==> config.mk <==
export PLATFORM = sky130hd
export DESIGN_NAME = vec_sequencer
export DESIGN_NICKNAME = d
export VERILOG_FILES = /design/src/rtl/vec_pkg.sv /design/src/rtl/vec_wb_delay.sv /design/src/rtl/vec_sequencer.sv
export SDC_FILE = /design/constraint.sdc
export NUM_CORES = 1
export LEC_CHECK = 0
export BUFFER_PORTS_ARGS = -buffer_cell sky130_fd_sc_hd__buf_2
export CORE_MARGIN = 3
export CORE_UTILIZATION = 40
export DETAILED_ROUTE_END_ITERATION = 8
export HOLD_SLACK_MARGIN = 0.02
export PLACE_DENSITY = 0.65
export SYNTH_ARGS = -nofsm -noshare
export SYNTH_HDL_FRONTEND = slang
export SYNTH_SLANG_ARGS = --single-unit
==> constraint.sdc <==
create_clock -name clk -period 2.8 [get_ports clk]
set_input_delay 0 -clock clk [delete_from_list [all_inputs] [get_ports clk]]
set_output_delay 0 -clock clk [all_outputs]
set_load 0.02 [all_outputs]
==> src/rtl/vec_pkg.sv <==
// Shared types for the vector micro-op sequencer.
// Opcodes, FSM states, instruction fields and register codes.
package vec_pkg;

  typedef enum logic [1:0] {
    OP_LOAD  = 2'b00,
    OP_STORE = 2'b01,
    OP_ADD   = 2'b10,
    OP_MUL   = 2'b11
  } op_e;

  typedef enum logic [2:0] {
    S_IDLE  = 3'd0,
    S_LOAD  = 3'd1,
    S_STORE = 3'd2,
    S_ALU   = 3'd3,
    S_DRAIN = 3'd4
  } state_e;

  localparam int OP_HI  = 8;
  localparam int OP_LO  = 7;
  localparam int REG_HI = 6;
  localparam int REG_LO = 5;
  localparam int BLK_HI = 4;
  localparam int BLK_LO = 0;

  localparam logic [1:0] REG_A1 = 2'd0;
  localparam logic [1:0] REG_A2 = 2'd1;
  localparam logic [1:0] REG_A3 = 2'd2;
  localparam logic [1:0] REG_A4 = 2'd3;

endpackage

==> src/rtl/vec_wb_delay.sv <==
// Variable-depth (0..4) delay line for write-back beats.
// Carries {valid, idx, sel}; idx/sel hold their last written value.
module vec_wb_delay (
  input  logic       clk,
  input  logic       rst_n,
  input  logic       clear_i,
  input  logic [2:0] depth_i,
  input  logic       valid_i,
  input  logic [3:0] idx_i,
  input  logic [1:0] sel_i,
  output logic       valid_o,
  output logic [3:0] idx_o,
  output logic [1:0] sel_o
);

  logic [3:0]      v_q;
  logic [3:0][3:0] idx_q;
  logic [3:0][1:0] sel_q;
  logic [3:0]      hidx_q;
  logic [1:0]      hsel_q;
  logic            tap_v;
  logic [3:0]      tap_idx;
  logic [1:0]      tap_sel;

  // Shift every cycle; stage n holds the beat issued n+1 cycles ago.
  always_ff @(posedge clk or negedge rst_n) begin
    if (!rst_n) begin
      v_q   <= '0;
      idx_q <= '0;
      sel_q <= '0;
    end else if (clear_i) begin
      v_q   <= '0;
      idx_q <= '0;
      sel_q <= '0;
    end else begin
      v_q   <= {v_q[2:0], valid_i};
      idx_q <= {idx_q[2:0], idx_i};
      sel_q <= {sel_q[2:0], sel_i};
    end
  end

  // Pick the stage matching the requested depth; depth 0 is pass-through.
  always_comb begin
    tap_v   = valid_i;
    tap_idx = idx_i;
    tap_sel = sel_i;
    unique case (depth_i)
      3'd1: begin
        tap_v   = v_q[0];
        tap_idx = idx_q[0];
        tap_sel = sel_q[0];
      end
      3'd2: begin
        tap_v   = v_q[1];
        tap_idx = idx_q[1];
        tap_sel = sel_q[1];
      end
      3'd3: begin
        tap_v   = v_q[2];
        tap_idx = idx_q[2];
        tap_sel = sel_q[2];
      end
      3'd4: begin
        tap_v   = v_q[3];
        tap_idx = idx_q[3];
        tap_sel = sel_q[3];
      end
      default: begin
        tap_v   = valid_i;
        tap_idx = idx_i;
        tap_sel = sel_i;
      end
    endcase
  end

  // Remember the last write target so idle outputs stay stable.
  always_ff @(posedge clk or negedge rst_n) begin
    if (!rst_n) begin
      hidx_q <= '0;
      hsel_q <= '0;
    end else if (tap_v) begin
      hidx_q <= tap_idx;
      hsel_q <= tap_sel;
    end
  end

  assign valid_o = tap_v;
  assign idx_o   = tap_v ? tap_idx : hidx_q;
  assign sel_o   = tap_v ? tap_sel : hsel_q;

endmodule

==> src/rtl/vec_sequencer.sv <==
// Vector micro-op sequencer: expands one instruction into
// per-element beats for memory, register file and ALU lanes.
module vec_sequencer
  import vec_pkg::*;
#(
  parameter int LANES   = 16,
  parameter int MEM_AW  = 9,
  parameter int MUL_LAT = 2
) (
  input  logic              clk,
  input  logic              rst_n,
  input  logic              instr_valid,
  input  logic [8:0]        instr,
  output logic              instr_ready,
  output logic [MEM_AW-1:0] mem_addr,
  output logic              mem_re,
  output logic              mem_we,
  output logic [1:0]        rd_sel,
  output logic [3:0]        rd_idx,
  output logic              alu_go,
  output logic              alu_mul,
  output logic              wb_we,
  output logic [1:0]        wb_sel,
  output logic [3:0]        wb_idx,
  output logic              done,
  output logic              busy
);

  localparam int IW = $clog2(LANES);
  localparam logic [IW-1:0] LAST = IW'(LANES - 1);

  state_e        state_q, state_d;
  op_e           op_q, op_d;
  logic [1:0]    reg_q, reg_d;
  logic [4:0]    blk_q, blk_d;
  logic [IW-1:0] cnt_q, cnt_d;

  logic       hs;
  logic       issue;
  logic       last;
  logic       wb_v_in;
  logic [1:0] wb_sel_in;
  logic       wb_last;
  logic [2:0] depth;

  assign hs    = instr_valid && (state_q == S_IDLE);
  assign issue = (state_q == S_LOAD) || (state_q == S_STORE)
              || (state_q == S_ALU);
  assign last  = (cnt_q == LAST);

  // Write-back latency for the instruction in flight.
  always_comb begin
    depth = 3'd0;
    unique case (op_q)
      OP_LOAD: depth = 3'd1;
      OP_MUL:  depth = 3'(MUL_LAT);
      default: depth = 3'd0;
    endcase
  end

  // FSM and operand latching; beat counter parks on the last element.
  always_comb begin
    state_d = state_q;
    op_d    = op_q;
    reg_d   = reg_q;
    blk_d   = blk_q;
    cnt_d   = cnt_q;
    unique case (state_q)
      S_IDLE: begin
        if (instr_valid) begin
          op_d  = op_e'(instr[OP_HI:OP_LO]);
          cnt_d = '0;
          unique case (op_d)
            OP_LOAD, OP_STORE: begin
              state_d = (op_d == OP_LOAD) ? S_LOAD : S_STORE;
              reg_d   = instr[REG_HI:REG_LO];
              blk_d   = instr[BLK_HI:BLK_LO];
            end
            default: state_d = S_ALU;
          endcase
        end
      end
      S_LOAD, S_STORE, S_ALU: begin
        if (last) begin
          state_d = (depth != 3'd0) ? S_DRAIN : S_IDLE;
        end else begin
          cnt_d = cnt_q + 1'b1;
        end
      end
      S_DRAIN: begin
        if (wb_last) state_d = S_IDLE;
      end
      default: state_d = S_IDLE;
    endcase
  end

  // Sequencer state registers.
  always_ff @(posedge clk or negedge rst_n) begin
    if (!rst_n) begin
      state_q <= S_IDLE;
      op_q    <= OP_LOAD;
      reg_q   <= '0;
      blk_q   <= '0;
      cnt_q   <= '0;
    end else begin
      state_q <= state_d;
      op_q    <= op_d;
      reg_q   <= reg_d;
      blk_q   <= blk_d;
      cnt_q   <= cnt_d;
    end
  end

  assign wb_v_in   = issue && (op_q != OP_STORE);
  assign wb_sel_in = (op_q == OP_LOAD) ? reg_q : REG_A3;

  vec_wb_delay u_wb (
    .clk     (clk),
    .rst_n   (rst_n),
    .clear_i (hs),
    .depth_i (depth),
    .valid_i (wb_v_in),
    .idx_i   (cnt_q),
    .sel_i   (wb_sel_in),
    .valid_o (wb_we),
    .idx_o   (wb_idx),
    .sel_o   (wb_sel)
  );

  assign wb_last = wb_we && (wb_idx == LAST);

  assign instr_ready = (state_q == S_IDLE);
  assign busy        = !instr_ready;
  assign mem_addr    = MEM_AW'({blk_q, {IW{1'b0}}}) + MEM_AW'(cnt_q);
  assign mem_re      = (state_q == S_LOAD);
  assign mem_we      = (state_q == S_STORE);
  assign alu_go      = (state_q == S_ALU);
  assign alu_mul     = (op_q == OP_MUL);
  assign rd_sel      = reg_q;
  assign rd_idx      = cnt_q;
  assign done        = wb_last || ((state_q == S_STORE) && last);

endmodule

==> flow_summary.json, run 1 <==
{
  "worstMarginPinSlew_ns": 0.940,
  "synth_area_mm2": 0.00198,
  "postCtsSetupBuffers": 0,
  "grt_pass1_vias": 1354,
  "first_iter_violations": 60,
  "grt_overflow": 0,
  "yosys_warnings": 0,
  "vias": 1366,
  "setup_ws_ns": 0.320,
  "finalCritPeriodShare_pct": 88.6,
  "floorplan.initialDensity_pct": 43.3,
  "root_buffer": "clkbuf_8",
  "port_buffers": 40,
  "antenna_left": 0,
  "grt_use_total_pct": 14.6,
  "clk_latency_ns": 0.30,
  "rsz0062_at_grt": "false",
  "syn-num-nets": 188,
  "ios": 41,
  "hold_viol_final": 0,
  "final_nets": 235,
  "fmax_ghz": 0.403,
  "power.total_mw": 3.14,
  "n_antenna_cell": 0,
  "yosysTopAreaCell": "dfrtp_1",
  "synth_top_area_share_pct": 54.4,
  "post-route-util_pct": 52.9,
  "critPathSlowestCell": "ha_1",
  "maxSlewHeadroom_pct": 37.4,
  "cts_buffers": 5,
  "drv_cap": 0,
  "rr_worst_depth": 6,
  "fill_cells": 419,
  "area.growth.synth_to_final_pct": 22.2,
  "ys_seq_area_share_pct": 54.4,
  "grt_first_pass_wirelength_um": 6750,
  "fp.coreArea_mm2": 0.00456,
  "maxSlewViolCount": 0,
  "gp_congestion": 0.721,
  "num_rows": 24,
  "placedCellCount": 265,
  "setup.worst_path.end_class": "output pin",
  "cp_num_buf_inv": 2,
  "ys_seq_elements": 43,
  "power_density_mw_per_mm2": 1300,
  "netlist_instances": 171,
  "drc": 0,
  "htree_levels": 2,
  "cts_tree": "built",
  "synth_area_leaders": "dfrtp_1, mux2_2, nor2b_1",
  "antenna_found_initial": 0,
  "path_delay_family": "adder cells",
  "min_period_ns": 2.48,
  "dp_hpwl_um": 2590,
  "grt_start_max_net_pins": 44,
  "clock-sinks": 43,
  "hp-class": "in2async",
  "async_flop_share_pct": 100,
  "reg2reg_to": "state_q[2]",
  "cts.path.max_buffers": 2,
  "cp.arrival_ns": 2.48,
  "via_per_inst": 4.81,
  "outcome": "complete, no violations",
  "syn_avg_cell_area_um2": 11.6,
  "wl_um": 3950,
  "p_leak_nw": 1.20,
  "wl_per_cell_um": 13.9,
  "ys_types": 40,
  "die_h_um": 76.3,
  "r2r-start": "op_q[0]",
  "cp_max_fo": 17,
  "worstPathRequired_ns": 2.80,
  "die_w_um": 76.3,
  "synth_ff_type": "dfrtp_1",
  "drive_gt1_share_pct": 32.0,
  "drt-pass1-iter-count": 4,
  "stdcell_count": 284,
  "synth_edf_count": 0,
  "setup-violations-final": 0,
  "max_stage_delay_ns": 0.52,
  "tns_ns": 0,
  "skew_ns": 0.00503,
  "path_clk_slew_ns": 0.08,
  "r2r_slack_ns": 0.70,
  "dp_slack_ns": 0.723,
  "critPathLaunchType": "flip-flop",
  "path_cells": "inv_1, ha_1, nand2b_1, o221ai_1, nand3_1, o21ai_0, buf_2",
  "vdd_ir_drop_max_mv": 0.709,
  "crit_type": "reg2out",
  "die_area_mm2": 0.00582
}
## layer usage
metal	global-route usage [%]	vias up	part of all wire, %
li1	-	684	-
met1	19.9	651	50
met2	22.1	26	44
met3	5.32	5	4.2
met4	3.26	0	0.84
met5	0	-	0
## layout make-up
| type | count | area [µm²] | area share (%) |
|---|---|---|---|
| Sequential cell | 43 | 1080 | 44.5 |
| Multi-Input combinational cell | 108 | 786 | 32.5 |
| Timing Repair Buffer | 54 | 333 | 13.8 |
| Clock buffer | 6 | 82.6 | 3.42 |
| Tap cell | 65 | 81.3 | 3.37 |
| Clock inverter | 2 | 35.0 | 1.45 |
| Inverter | 6 | 22.5 | 0.932 |
## worst max-delay path by stage
| stage | from | end | slack (ns) | cells past startpoint |
|---|---|---|---|---|
| 6_report | op_q[0] | done | 0.32 | 7 |
| 5_1_grt | op_q[0] | done | 0.13 | 7 |
| 4_1_cts | op_q[0] | done | 0.34 | 7 |
| 3_5_place_dp | op_q[0] | done | 0.72 | 7 |
| 3_3_place_gp | op_q[0] | done | 0.76 | 7 |
| 2_1_floorplan | op_q[0] | u_wb.hidx_q[0] | 0.88 | 5 |
## repair_timing
item	CTS	global route
endpoints found under the hold margin	55	0
hold buffers	11	0
resized for setup	0	0
## power by group
part	internal [mW]	switching [mW]	total, mW
Sequential	0.865	0.167	1.03
Combinational	0.648	0.950	1.60
Clock	0.289	0.217	0.505
Total	1.80	1.33	3.14
## cells in the final DEF (no fill, tap or decap), types with 4 or more instances in the layout
cell type,instances
o21ai_0,6
buf_2,40
dlygate4sd3_1,11
nand2_1,15
nor2b_1,18
a21oi_1,7
a21o_1,4
dfrtp_1,43
ha_1,5
clkbuf_8,6
mux2_2,11
inv_1,6
## flip-flops by register name, summed over array words and instances (netlist names)
name         flops
blk_q            5
op_q             2
rd_idx           4
rd_sel           2
state_q          3
u_wb.hidx_q      4
u_wb.hsel_q      2
u_wb.idx_q      12
u_wb.sel_q       6
u_wb.v_q         3
## cell families after synthesis
| group | Yosys count | synth area share, % |
|---|---|---|
| AOI/OAI and AO/OA | 31 | 11.5 |
| xor gates and xnor gates | 2 | 0.886 |
| adders and majority gates | 5 | 3.16 |
| buffers and inverters | 20 | 6.14 |
| DFF | 43 | 54.4 |
| muxes | 11 | 6.27 |
| and+or+nand+nor | 59 | 17.6 |
## metrics by stage
stage               hold WS (ns)  area, µm²
finish                     0.376       2420
global route               0.464       2420
CTS                        0.422       2420
detailed placement         0.205       2190
global placement           0.196       2190
floorplan                 -0.296       1980
## cells in the mapped netlist, types with 2 or more instances
| library cell | number |
|---|---|
| dfrtp_1 | 43 |
| nor2b_1 | 18 |
| nand2_1 | 15 |
| mux2_2 | 11 |
| a21oi_1 | 7 |
| inv_1 | 6 |
| o21ai_0 | 6 |
| buf_4 | 5 |
| ha_1 | 5 |
| a21o_1 | 4 |
| buf_2 | 3 |
| buf_6 | 3 |
| nand2b_1 | 3 |
| nand3_1 | 3 |
| nor2_1 | 3 |
| nor3_1 | 3 |
| o221ai_1 | 3 |
| a221o_1 | 2 |
| a221oi_1 | 2 |
| clkbuf_1 | 2 |
| nor3b_1 | 2 |
| nor4b_1 | 2 |
| or3_1 | 2 |
| xnor2_1 | 2 |
Power figures use the tool's default switching activity.
==> run 2, diff against run 1 <==
Settings changed: CAP_MARGIN from default to 10, CTS_BUF_LIST from default to sky130_fd_sc_hd__clkbuf_4, SKIP_LAST_GASP from default to 1.
==> run 2 against run 1 <==
  * Cell area decreased by 1.7%
  * Sequential share of layout area increased by 0.77 points
  * Clock power decreased by 23%
  * Cell count unchanged
  * Critical path depth stayed put
  * Combinational power about the same
  * Utilization is 0.90 points lower
  * Via count up 1.1%
  * Global-route usage hardly changed
  * Hold slack got worse by 0.058 ns
  * Largest cell class unchanged
==> flow_summary.json, run 2 (synthesis gave the netlist of run 1 again) <==
{
  "setup_ws_ns": 0.271,
  "worstMarginPinSlew_ns": 0.956,
  "htree_levels": 2,
  "antenna_found_initial": 0,
  "final_common_cell": "dfrtp_1",
  "critPathSlowestCell": "ha_1",
  "netSwitchingPower_mw": 1.32,
  "p_leak_nw": 1.18,
  "vdd_ir_drop_max_mv": 0.682,
  "floorplan.initialDensity_pct": 43.3,
  "power_density_mw_per_mm2": 1270,
  "largestRegisters": "u_wb.idx_q (12), u_wb.sel_q (6), blk_q (5)",
  "max_stage_delay_ns": 0.52,
  "antenna_left": 0,
  "cts_buffers": 5,
  "post-route-util_pct": 52.0,
  "via_per_inst": 4.86,
  "critPathLaunchType": "flip-flop",
  "hold_viol_final": 0,
  "postCtsSetupBuffers": 0,
  "final_nets": 235,
  "drc": 0,
  "die_h_um": 76.3,
  "gp_congestion": 0.721,
  "path_depth": 7,
  "port_buffers": 40,
  "grt_first_pass_wirelength_um": 6730,
  "wl_um": 3950,
  "worstPathRequired_ns": 2.80,
  "maxSlewViolCount": 0,
  "drv_cap": 0,
  "vias": 1381,
  "finalCritPeriodShare_pct": 90.3,
  "drt-pass1-iter-count": 4,
  "setup.worst_path.start": "op_q[0]",
  "setup-violations-final": 0,
  "cts.path.max_buffers": 2,
  "cp.arrival_ns": 2.53,
  "largest_reg_flops": 12,
  "cp_num_buf_inv": 2,
  "final_cell_mix": "dfrtp_1, buf_2, nor2b_1, nand2_1",
  "skew_ns": 0.00869,
  "ios": 41,
  "first_iter_violations": 70,
  "p_int_mw": 1.69,
  "p_clk_share_pct": 12.9,
  "n_antenna_cell": 0,
  "grt_overflow": 0,
  "cts_tree": "built",
  "outcome": "complete, no violations",
  "power_frac_comb_pct": 53.0,
  "fmax_ghz": 0.395,
  "placed_area_mm2": 0.00219,
  "grt_use_total_pct": 14.5,
  "dp_hpwl_um": 2590,
  "fp.coreArea_mm2": 0.00456,
  "power.share.sequential_pct": 34.1,
  "root_buffer": "clkbuf_4",
  "path_delay_family": "adder cells",
  "min_period_ns": 2.53,
  "setup.worst_path.end_class": "output pin",
  "num_rows": 24,
  "grt_pass1_vias": 1365,
  "path_cells": "inv_1, ha_1, nand2b_1, o221ai_1, nand3_1, o21ai_0, buf_2",
  "crit_type": "reg2out",
  "p_sw_share_pct": 43.8,
  "path_clk_slew_ns": 0.13,
  "finalInstanceArea_mm2": 0.00237,
  "clk_latency_ns": 0.36,
  "hold_buffers": 11,
  "die_w_um": 76.3,
  "rr_worst_depth": 6,
  "post_cts_resize_count": 0,
  "r2r-start": "op_q[0]",
  "rsz0062_at_grt": "false",
  "top_register": "u_wb.idx_q",
  "drive_gt1_share_pct": 31.5,
  "die_area_mm2": 0.00582,
  "dp_slack_ns": 0.723,
  "tns_ns": 0,
  "maxSlewHeadroom_pct": 36.2,
  "cp_max_fo": 17,
  "wl_per_cell_um": 13.9,
  "grt_start_max_net_pins": 44,
  "area.growth.synth_to_final_pct": 20.1,
  "hp-class": "in2async",
  "clock-sinks": 43
}
[run 2: cell count changes in the layout (fill, tap and decap cells not counted), sizes merged]
cell    change
clkbuf      -1
clkinv      +1
[run 2: final timing paths]
kind | slack (ns) | to
worst max-delay path | 0.27 | done
worst min-delay path | 0.32 | state_q[2]
worst max register to register | 0.71 | state_q[2]
worst min register to register | 0.50 | u_wb.hidx_q[3]
max in group asynchronous | 1.90 | u_wb.idx_q[6]
min in group clk | 0.37 | rd_sel[1]
[run 2: metal layers]
layer / share of wire, % / wire, µm / up-vias / global-route usage [%]
li1: - / - / 684 / -
met1: 49 / 1940 / 659 / 19.7
met2: 45 / 1800 / 31 / 22.2
met3: 4.1 / 163 / 7 / 3.55
met4: 1.4 / 57 / 0 / 5.98
met5: 0 / 0 / - / 0
[run 2: final cells by class]
type | count | area (µm²)
Clock buffer | 5 | 37.5
Clock inverter | 3 | 38.8
Fill cell | 428 | 2190
Inverter | 6 | 22.5
Multi-Input combinational cell | 108 | 786
Sequential cell | 43 | 1080
Tap cell | 65 | 81.3
Timing Repair Buffer | 54 | 333
[run 2: power groups by stage]
stage	Clock [mW]	Combinational [mW]	Sequential, mW
2_1_floorplan	0	1.16	1.09
3_3_place_gp	0	1.59	1.04
3_5_place_dp	0	1.60	1.04
4_1_cts	0.404	1.62	1.03
5_1_grt	0.426	1.77	1.07
6_report	0.390	1.60	1.03
[run 2: per-stage QoR]
step	hold WS [ns]	cells	total power [mW]
floorplan	-0.296	171	2.25
global placement	0.196	265	2.63
detailed placement	0.205	265	2.65
CTS	0.336	284	3.06
global route	0.387	284	3.26
finish	0.318	284	3.02
